<file path="src/rtl/lap_memory_pkg.sv">
// -----------------------------------------------------------------------------
// lap_memory_pkg
// Shared constants and types for the stopwatch lap memory.
//   LAP_DEPTH / BCD_DIGITS / TIME_W : default buffer depth and time-word geometry
//   lap_mode_e                      : display mode encoding (live count / stored lap)
//   lap_ptr_w()                     : pointer width for a given power-of-two depth
// -----------------------------------------------------------------------------
package lap_memory_pkg;

    localparam int LAP_DEPTH  = 8;
    localparam int BCD_DIGITS = 8;
    localparam int TIME_W     = 4 * BCD_DIGITS;

    typedef enum logic {
        MODE_LIVE   = 1'b0,
        MODE_RECALL = 1'b1
    } lap_mode_e;

    // Number of bits needed to index 'depth' entries (depth is a power of two, >= 2).
    function automatic int lap_ptr_w(input int depth);
        int w;
        w = 0;
        while ((32'sd1 << w) < depth) begin
            w = w + 1;
        end
        return w;
    endfunction

endpackage

</file>
<file path="src/rtl/lap_memory_rise_edge.sv">
// -----------------------------------------------------------------------------
// rise_edge
// Turns a debounced key level into a single-cycle event on its rising edge.
// The previous level is held in a register; the event is asserted while the
// current level is high and the stored previous level is low, so a held key
// produces exactly one event.
//   clk   : rising-edge clock
//   rst   : synchronous, active-high reset (clears the level history)
//   level : debounced key level, 1 = pressed
//   pulse : one-cycle event on a 0->1 transition of level
// -----------------------------------------------------------------------------
module rise_edge (
    input  logic clk,
    input  logic rst,
    input  logic level,
    output logic pulse
);

    logic level_r;

    // Level history register, keeps running through the lap-buffer clear.
    always_ff @(posedge clk) begin
        if (rst) begin
            level_r <= 1'b0;
        end else begin
            level_r <= level;
        end
    end

    assign pulse = level & ~level_r;

endmodule

</file>
<file path="src/rtl/lap_memory.sv">
// -----------------------------------------------------------------------------
// lap_memory
// Captures lap times from the running BCD count into a small circular buffer
// and lets the user step through them on the display without stopping the count.
//
// Parameters
//   DEPTH  : number of lap entries (power of two, 2..16)
//   DIGITS : BCD digits per time word, data width 4*DIGITS
// Ports
//   clk, rst    : clock and synchronous active-high reset
//   count       : live BCD time, treated as opaque data
//   lap_key     : debounced lap key level
//   recall_key  : debounced recall key level
//   clear       : synchronous, level-sensitive clear of the lap buffer
//   display     : registered time word for the display path
//   recall_mode : 1 while a stored lap is shown
//   recall_idx  : shown lap, relative to the oldest entry
//   lap_count   : number of valid entries, 0..DEPTH
//   full        : lap_count == DEPTH
//   overflow    : sticky, a lap press arrived while the buffer was full
//
// Build option
//   LAP_OVERWRITE_EN : when defined, a lap while full overwrites the oldest
//                      entry instead of being rejected (overflow still set).
// -----------------------------------------------------------------------------
module lap_memory
    import lap_memory_pkg::*;
#(
    parameter int DEPTH  = LAP_DEPTH,
    parameter int DIGITS = BCD_DIGITS
) (
    input  logic                          clk,
    input  logic                          rst,
    input  logic [4*DIGITS-1:0]           count,
    input  logic                          lap_key,
    input  logic                          recall_key,
    input  logic                          clear,
    output logic [4*DIGITS-1:0]           display,
    output logic                          recall_mode,
    output logic [lap_ptr_w(DEPTH)-1:0]   recall_idx,
    output logic [lap_ptr_w(DEPTH):0]     lap_count,
    output logic                          full,
    output logic                          overflow
);

    localparam int TW    = 4 * DIGITS;
    localparam int PTR_W = lap_ptr_w(DEPTH);
    localparam int CNT_W = PTR_W + 1;

    logic             lap_ev_s;
    logic             recall_ev_s;

    lap_mode_e        mode_r;
    logic [PTR_W-1:0] recall_idx_r;
    logic [CNT_W-1:0] lap_count_r;
    logic [PTR_W-1:0] wr_ptr_r;
    logic [PTR_W-1:0] rd_base_r;
    logic             overflow_r;
    logic [TW-1:0]    display_r;
    logic [TW-1:0]    lap_buf_r [DEPTH];

    lap_mode_e        mode_nxt_s;
    logic [PTR_W-1:0] idx_nxt_s;
    logic [CNT_W-1:0] cnt_nxt_s;
    logic [PTR_W-1:0] wr_nxt_s;
    logic [PTR_W-1:0] rd_nxt_s;
    logic             ovf_nxt_s;
    logic             wr_en_s;
    logic             full_s;
    logic [PTR_W-1:0] rd_idx_s;
    logic [TW-1:0]    rd_data_s;
    logic [TW-1:0]    disp_nxt_s;

    rise_edge u_lap_edge (
        .clk   (clk),
        .rst   (rst),
        .level (lap_key),
        .pulse (lap_ev_s)
    );

    rise_edge u_recall_edge (
        .clk   (clk),
        .rst   (rst),
        .level (recall_key),
        .pulse (recall_ev_s)
    );

    assign full_s = (lap_count_r == CNT_W'(DEPTH));

    // Next-state for mode, recall index, pointers, count and overflow.
    always_comb begin
        mode_nxt_s = mode_r;
        idx_nxt_s  = recall_idx_r;
        cnt_nxt_s  = lap_count_r;
        wr_nxt_s   = wr_ptr_r;
        rd_nxt_s   = rd_base_r;
        ovf_nxt_s  = overflow_r;
        wr_en_s    = 1'b0;
        if (clear) begin
            // Clear wins over both key events in the same cycle.
            mode_nxt_s = MODE_LIVE;
            idx_nxt_s  = {PTR_W{1'b0}};
            cnt_nxt_s  = {CNT_W{1'b0}};
            wr_nxt_s   = {PTR_W{1'b0}};
            rd_nxt_s   = {PTR_W{1'b0}};
            ovf_nxt_s  = 1'b0;
        end else begin
            if (lap_ev_s) begin
                if (!full_s) begin
                    wr_en_s   = 1'b1;
                    wr_nxt_s  = wr_ptr_r + PTR_W'(1);
                    cnt_nxt_s = lap_count_r + CNT_W'(1);
                end else begin
`ifdef LAP_OVERWRITE_EN
                    // Full: drop the oldest entry, the write slot is the oldest slot.
                    wr_en_s  = 1'b1;
                    wr_nxt_s = wr_ptr_r + PTR_W'(1);
                    rd_nxt_s = rd_base_r + PTR_W'(1);
`endif
                    ovf_nxt_s = 1'b1;
                end
            end else begin
                wr_en_s = 1'b0;
            end
            // Recall decisions look at the entry count before any capture this cycle.
            if (recall_ev_s) begin
                case (mode_r)
                    MODE_LIVE: begin
                        if (lap_count_r != {CNT_W{1'b0}}) begin
                            mode_nxt_s = MODE_RECALL;
                            idx_nxt_s  = {PTR_W{1'b0}};
                        end else begin
                            mode_nxt_s = MODE_LIVE;
                        end
                    end
                    MODE_RECALL: begin
                        if (({1'b0, recall_idx_r} + CNT_W'(1)) < lap_count_r) begin
                            idx_nxt_s = recall_idx_r + PTR_W'(1);
                        end else begin
                            mode_nxt_s = MODE_LIVE;
                            idx_nxt_s  = {PTR_W{1'b0}};
                        end
                    end
                    default: begin
                        mode_nxt_s = MODE_LIVE;
                        idx_nxt_s  = {PTR_W{1'b0}};
                    end
                endcase
            end else begin
                mode_nxt_s = mode_r;
            end
        end
    end

    // Display source: live count, or the selected lap with a bypass for the
    // slot being overwritten in this same cycle.
    always_comb begin
        rd_idx_s = rd_nxt_s + idx_nxt_s;
        if (wr_en_s && (rd_idx_s == wr_ptr_r)) begin
            rd_data_s = count;
        end else begin
            rd_data_s = lap_buf_r[rd_idx_s];
        end
        if (mode_nxt_s == MODE_RECALL) begin
            disp_nxt_s = rd_data_s;
        end else begin
            disp_nxt_s = count;
        end
    end

    // Control state and registered display word.
    always_ff @(posedge clk) begin
        if (rst) begin
            mode_r       <= MODE_LIVE;
            recall_idx_r <= {PTR_W{1'b0}};
            lap_count_r  <= {CNT_W{1'b0}};
            wr_ptr_r     <= {PTR_W{1'b0}};
            rd_base_r    <= {PTR_W{1'b0}};
            overflow_r   <= 1'b0;
            display_r    <= {TW{1'b0}};
        end else begin
            mode_r       <= mode_nxt_s;
            recall_idx_r <= idx_nxt_s;
            lap_count_r  <= cnt_nxt_s;
            wr_ptr_r     <= wr_nxt_s;
            rd_base_r    <= rd_nxt_s;
            overflow_r   <= ovf_nxt_s;
            display_r    <= disp_nxt_s;
        end
    end

    // Lap storage; contents are not reset, validity is tracked by lap_count.
    always_ff @(posedge clk) begin
        if (wr_en_s) begin
            lap_buf_r[wr_ptr_r] <= count;
        end else begin
            lap_buf_r[wr_ptr_r] <= lap_buf_r[wr_ptr_r];
        end
    end

    assign display     = display_r;
    assign recall_mode = (mode_r == MODE_RECALL);
    assign recall_idx  = recall_idx_r;
    assign lap_count   = lap_count_r;
    assign full        = full_s;
    assign overflow    = overflow_r;

endmodule

</file>
<file path="config.mk">
export PLATFORM = sky130hd
export DESIGN_NAME = lap_memory
export DESIGN_NICKNAME = d
export VERILOG_FILES = /design/src/rtl/lap_memory_pkg.sv /design/src/rtl/lap_memory_rise_edge.sv /design/src/rtl/lap_memory.sv
export SDC_FILE = /design/constraint.sdc
export NUM_CORES = 1
export LEC_CHECK = 0
export BUFFER_PORTS_ARGS = -buffer_cell sky130_fd_sc_hd__buf_2
export CAP_MARGIN = 15
export CORE_AREA = 4 4 192 232
export CTS_CLUSTER_SIZE = 25
export DETAILED_ROUTE_END_ITERATION = 8
export DIE_AREA = 0 0 196 236
export GPL_ROUTABILITY_DRIVEN = 0
export GPL_TIMING_DRIVEN = 0
export PLACE_DENSITY = 0.5
export SLEW_MARGIN = 30
export SYNTH_ARGS = -nofsm -noshare
export SYNTH_HDL_FRONTEND = slang
export SYNTH_SLANG_ARGS = --single-unit
export TNS_END_PERCENT = 5
</file>
<file path="constraint.sdc">
create_clock -name clk -period 6.1 [get_ports clk]
set_input_delay 0.305 -clock clk [delete_from_list [all_inputs] [get_ports clk]]
set_output_delay 0.305 -clock clk [all_outputs]
set_load 0.01 [all_outputs]
</file>
==> Word-level counts from Yosys, hierarchy flattened <==
Memories as Yosys holds them, arrays and structs flattened.
Cells that the tools add are included.
{ "word_totals": {"ff_bits": 49, "mem_bits_rw": 256, "memories": 1} }
{ "classes": {"add_sub_neg": 5, "n_lt_le_gt_ge": 1, "n_eq_ne": 3, "muxes": 20, "bitwise_logic": 7, "reduce_logical": 6} }
{ "mem_list": {"columns": ["name", "depth", "word_bits", "rd", "rd_ports_with_merged_regs", "write_ports", "line_no", "source"], "rows": [
  ["lap_buf_r", 8, 32, 1, 0, 1, "lap_memory.sv:60", "logic [TW-1:0] lap_buf_r [DEPTH];"]
]} }
{ "op_table": {"columns": ["op", "n"], "rows": [
  ["32-bit two-way mux", 3],
  ["3-bit two-way mux", 5],
  ["1-bit two-way mux", 10],
  ["3-bit by 1-bit adder with 3-bit output (second input constant)", 2],
  ["3-bit case mux with 2 select lines", 1],
  ["2-bit AND reduction", 3],
  ["3-bit by 1-bit adder with 4-bit output (second input constant)", 1],
  ["4-bit by 1-bit adder with 4-bit output (second input constant)", 1],
  ["4-bit == test (second input constant)", 1],
  ["4-bit less-than comparator", 1],
  ["1-bit inverter", 4],
  ["4-bit nonzero test", 1],
  ["3-bit adder", 1],
  ["3-bit == test", 1],
  ["1-bit bitwise AND", 2],
  ["1-bit case mux with 2 select lines", 1],
  ["2-bit OR reduction", 1],
  ["1-bit logical AND", 1],
  ["0-bit != test", 1],
  ["1-bit OR", 1]
]} }

==> Logic depth before layout (Yosys ltp) <==
{ "depth": {"ltp_word": 11, "ltp_mapped": 19, "ltp_nobuf": 18} }

==> Modules after synthesis <==
Synthesis repeated with hierarchy kept, for this count alone.
{ "unflattened": {"hier_cells": 650, "hier_area_um2": 12115.4} }
{ "modules_own_cells": {"columns": ["mod", "n_inst", "cells_per_inst", "area_each_um2", "seq_area_each_um2"], "rows": [
  ["lap_memory", 1, 644, 12020.3, 8628.3],
  ["rise_edge", 2, 3, 47.5, 20.0]
]} }

==> Worst setup path before layout <==
OpenSTA, ideal clock, no wires.
{ "synth_timing": {"path_kind": "flip-flop to flip-flop", "startpoint": "register lap_count_r[0], in the netlist lap_count[0]", "endpoint": "memory lap_buf_r[0][0] (netlist name), enable pin", "t_arrival_ps": 3879, "slack_ps": 1760, "stages_incl_launch_ff": 8, "n_path_buf": 1, "synth_period_minus_slack_ps": 4340, "path_cell_list": "dfxtp_1 inv_1 ha_1 and3_1 nand2b_1 clkbuf_1 or3_1 nor3_1"} }
{ "synth_between": {"elab_chain_cells": 7} }
{ "synth_rtl": {"columns": ["item", "line_no", "source"], "rows": [
  ["from (decl)", "lap_memory.sv:55", "logic [CNT_W-1:0] lap_count_r;"],
  ["from (signal assigned)", "lap_memory.sv:176", "lap_count_r <= {CNT_W{1'b0}};"],
  ["from (signal assigned)", "lap_memory.sv:184", "lap_count_r <= cnt_nxt_s;"],
  ["4-bit == test *", "lap_memory.sv:88", "assign full_s = (lap_count_r == CNT_W'(DEPTH));"],
  ["net full", "lap_memory.sv:42", "output logic full,"],
  ["1-bit two-way mux *", "lap_memory.sv:109", "if (!full_s) begin"],
  ["1-bit two-way mux *", "lap_memory.sv:108", "if (lap_ev_s) begin"],
  ["1-bit two-way mux *", "lap_memory.sv:99", "if (clear) begin"],
  ["1-bit two-way mux (on tied branches)", "lap_memory.sv:194, lap_memory.sv:197", null],
  ["1-bit two-way mux (not written as such) or 2-bit AND reduction (tied branches)", null, null],
  ["1-bit OR (no line) *", null, null],
  ["to (decl)", "lap_memory.sv:60", null]
]} }
The timed path passes the listed nets; every way through them passes the cells marked *.

==> Worst setup path after layout <==
{ "layout_timing": {"startpoint": "register recall_idx_r[0], in the netlist recall_idx[0]", "endpoint": "register display_r[7], in the netlist display[7]"} }
{ "layout_between": {"elab_chain_cells": 11} }
{ "layout_rtl": {"columns": ["item", "line_no", "source"], "rows": [
  ["from (decl)", "lap_memory.sv:54", "logic [PTR_W-1:0] recall_idx_r;"],
  ["from (signal assigned)", "lap_memory.sv:175", "recall_idx_r <= {PTR_W{1'b0}};"],
  ["from (signal assigned)", "lap_memory.sv:183", "recall_idx_r <= idx_nxt_s;"],
  ["parallel branches: the longest is 10 deep, another holds memory 8 x 32 bit", null, null],
  ["32-bit two-way mux *", "lap_memory.sv:164", "if (mode_nxt_s == MODE_RECALL) begin"],
  ["to (signal assigned)", "lap_memory.sv:180", "display_r <= {TW{1'b0}};"],
  ["to (signal assigned)", "lap_memory.sv:188", "display_r <= disp_nxt_s;"],
  ["to (decl)", "lap_memory.sv:59", "logic [TW-1:0] display_r;"]
]} }
Mark *: on every way between the ends.
A chain may end at the register's enable or synchronous reset.

==> impl_metrics.yaml <==
status:
  outcome: "finished, final reports clean"
logic_synthesis:
  yosys.area_share.xor_xnor: 0.00505
  yosys_warnings: 0
  netlist-cell-type-count: 38
  fraction_of_synthesized_cell_area_taken_by_the_top_area_cell_type: 0.633
  main_combinational_cell_family_by_area_after_synthesis: "multiplexers"
  seq_area_frac_synth: 0.714
  simple_logic_cell_fraction_of_the_synthesized_area: 0.0570
  synth_area_in_compound_gates: 0.0363
  syn-num-nets: 721
  synth-edff-count: 256
  per_instance_average_area_after_synthesis_um2: 18.0
  yosys.area_share.adder: 0.00989
  synthDominantAreaCellType: "edfxtp_1"
  yosys-mux-area-fraction: 0.161
  ys_ff_latch: 305
  postSynth.asyncResetShare: 0
  yosys_most_used_dff: "edfxtp_1"
  synth_area_um2: 12100
  synth.top_cells.by_area: "edfxtp_1, mux4_2, dfxtp_1"
  post_synth_inst_count: 675
floorplan:
  core-area_um2: 42400
  top_level_pins: 79
  die-height_um: 236
  design.die.area_um2: 46300
  floorplan.initialDensity: 0.287
  std_cell_rows: 83
  die-width_um: 196
clock_tree:
  cts_hold_buffers: 0
  cts_root_buffer: "clkbuf_16"
  cts_tree: "done"
  inserted_clock_buffers: 34
  clk_latency_ns: 0.51
  cts_sinks: 305
  h-tree-depth: 2
  post_cts_resize_count: 0
  clkTransAtPathRegs_ns: 0.06
  post-cts-setup-buffer-count: 0
  max-clock-path-buffers: 3
timing:
  max_freq_mhz: 191
  final_hold_viol_count: 0
  maxSlewHeadroom: 0.464
  postLayoutSetupSlackWorst_ns: 0.873
  rsz_0062_raised_after_global_routing: "false"
  finalWorstPathRequiredPeriod_ns: 5.23
  timing.final.crit_share: 0.857
  timing_max_transition_violations_final: 0
  finalSetupViolCount: 0
  worst_pin_slew_ns: 0.800
  finClkSkew_ns: 0.0154
worst_setup_path:
  element_type_at_the_critical_path_start: "flop"
  rr_worst_depth: 17
  end_kind: "flop"
  regToRegSetupSlack_ns: 0.87
  crit_fanout: 10
  setup.worst_path.start: "recall_idx[0]$_SDFF_PP0_"
  worst-setup-path-type: "reg -> reg"
  timing.rr.start: "recall_idx[0]$_SDFF_PP0_"
  arrival_ns: 5.62
  worst-endpoint-required_ns: 6.49
  crit-reg2reg-capture: "display[7]$_SDFF_PP0_"
grt:
  first_global_vias: 6849
  grt_max_degree: 19
  gr-total-overflow: 0
  grt_pass1_wl_um: 43800
  total_global_routing_track_utilization: 0.125
  antenna_found_initial: 4
finish:
  post-route-util: 0.349
  register_area_um2: 8670
  final_net_count: 856
  fill_cells: 4017
  layout.cells.most_common_list: "edfxtp_1, buf_2, mux4_2, dfxtp_1"
  layout_commonest_cell: "edfxtp_1"
  area.growth.synth_to_final_pct: 22.0
  multiInputGateArea_um2: 3330
  share_of_layout_cells_above_drive_strength_1: 0.329
routing:
  detail_route.first_pass.iterations: 4
  via_count: 6422
  post_drt_wl_per_cell_um: 20.9
  remaining_antenna_violation_count: 0
  first_iter_violations: 415
  remaining_drc_errors: 0
  detail_route.wirelength_um: 29000
  vias_per_cell: 4.63
pwr:
  combPwrFrac: 0.033
  swShare: 0.195
  switching_power_total_w: 0.000885
  power.density_cell_area_nw_per_um2: 307
  leakage_nw: 5.05
  power.internal_w: 0.00366
  worst_case_vdd_ir_drop_uv: 144
  share_clk_of_total_power: 0.464
  power_frac_seq: 0.504
hold_path:
  hold_crit_endpoint: "u_lap_edge.level_r$_SDFF_PP0_"
  min_path_type: "in -> reg"
  hold-path-cell-count: 2
  hold_path.startpoint: "lap_key"
placement:
  port-buffer-count: 78
  pre_cts_setup_slack_ns: 0.772
  dpl.hpwl_um: 19000
job:
  timing.max_cap.violations: 0
cells in the mapped netlist (6+ instances only):
master / n
edfxtp_1: 256
mux4_2: 64
dfxtp_1: 49
a21oi_1: 37
nor2b_1: 37
nand3_1: 34
o21ai_0: 33
mux2_4: 31
clkbuf_1: 30
nor2_1: 24
ha_1: 8
buf_1: 7
inv_1: 7
nand2b_1: 7
nor3_1: 6
power by group through the flow:
stage	clock network [W]	logic, W	registers [W]
5_1_grt	0.00226	0.000163	0.00229
2_1_floorplan	0	0.0000644	0.00234
3_5_place_dp	0	0.000151	0.00233
4_1_cts	0.00218	0.000152	0.00229
6_report	0.00211	0.000148	0.00229
3_3_place_gp	0	0.000144	0.00234
logic make-up after synthesis:
| family | after synthesis |
|---|---|
| and+or+nand+nor | 128 |
| AOI/OAI and AO/OA | 79 |
| adders and majority gates | 9 |
| DFF | 305 |
| xor gates and xnor gates | 7 |
| buffers and inverters | 47 |
| muxes | 100 |
metal layers:
layer / wire [µm] / vias up / global-route usage
met5: 43 / - / 0
met4: 694 / 6 / 0.0394
met3: 1460 / 53 / 0.0276
met1: 12400 / 3311 / 0.161
li1: - / 2919 / -
met2: 14400 / 133 / 0.211
critical path, cell delays in order (launching register included):
cell      delay [ns]
dfxtp_1         0.35
ha_1            0.22
xnor2_1         0.23
inv_1           0.08
ha_1            0.27
and2_1          0.20
a221oi_2        0.41
nand2_1         0.16
nor2_1          0.13
a22oi_1         0.08
or2_2           0.30
fa_1            0.60
clkbuf_1        0.48
clkbuf_1        0.66
mux4_2          0.40
o21ai_0         0.08
a21oi_1         0.14
mux2_4          0.32
cell type report:
cell class                 instances  share of cell area
sequential                       305               0.585
multi-input combinational        323               0.225
clock buffer                      49              0.0681
timing repair buffer              99              0.0502
tap                              552              0.0466
buffer                            40              0.0122
clock inverter                    11              0.0106
inverter                           7             0.00177
antenna                            1            0.000169
how the worst max path moves through the flow:
stage | to | slack [ns] | cells after the start
detailed placement | display[7]$_SDFF_PP0_ | 0.77 | 19
global route | display[23]$_SDFF_PP0_ | 0.48 | 17
finish | display[7]$_SDFF_PP0_ | 0.87 | 17
floorplan | lap_buf_r[0][0]$_DFFE_PP_ | 1.76 | 7
global placement | lap_buf_r[0][20]$_DFFE_PP_ | -1.11 | 7
CTS | display[23]$_SDFF_PP0_ | 0.76 | 19
flip-flops by register name, summed over array words and instances, names as in the netlist:
| name | count |
|---|---|
| lap_count | 4 |
| u_lap_edge.level_r | 1 |
| display | 32 |
| recall_mode | 1 |
| wr_ptr_r | 3 |
| lap_buf_r | 256 |
| recall_idx | 3 |
| u_recall_edge.level_r | 1 |
| overflow | 1 |
| rd_base_r | 3 |
per-stage QoR:
| step | TNS [ns] | hold WS [ns] | power, W | std cells | instance area (µm²) |
|---|---|---|---|---|---|
| floorplan | 0 | 0.404 | 0.00241 | 675 | 12100 |
| global placement | -69.41 | 0.438 | 0.00248 | 1305 | 13200 |
| detailed placement | 0 | 0.443 | 0.00249 | 1326 | 13600 |
| CTS | 0 | 0.00941 | 0.00463 | 1386 | 14800 |
| global route | 0 | 0.0445 | 0.00472 | 1386 | 14800 |
| finish | 0 | 0.0398 | 0.00455 | 1387 | 14800 |
No activity file was read; power rests on OpenSTA's default activity.
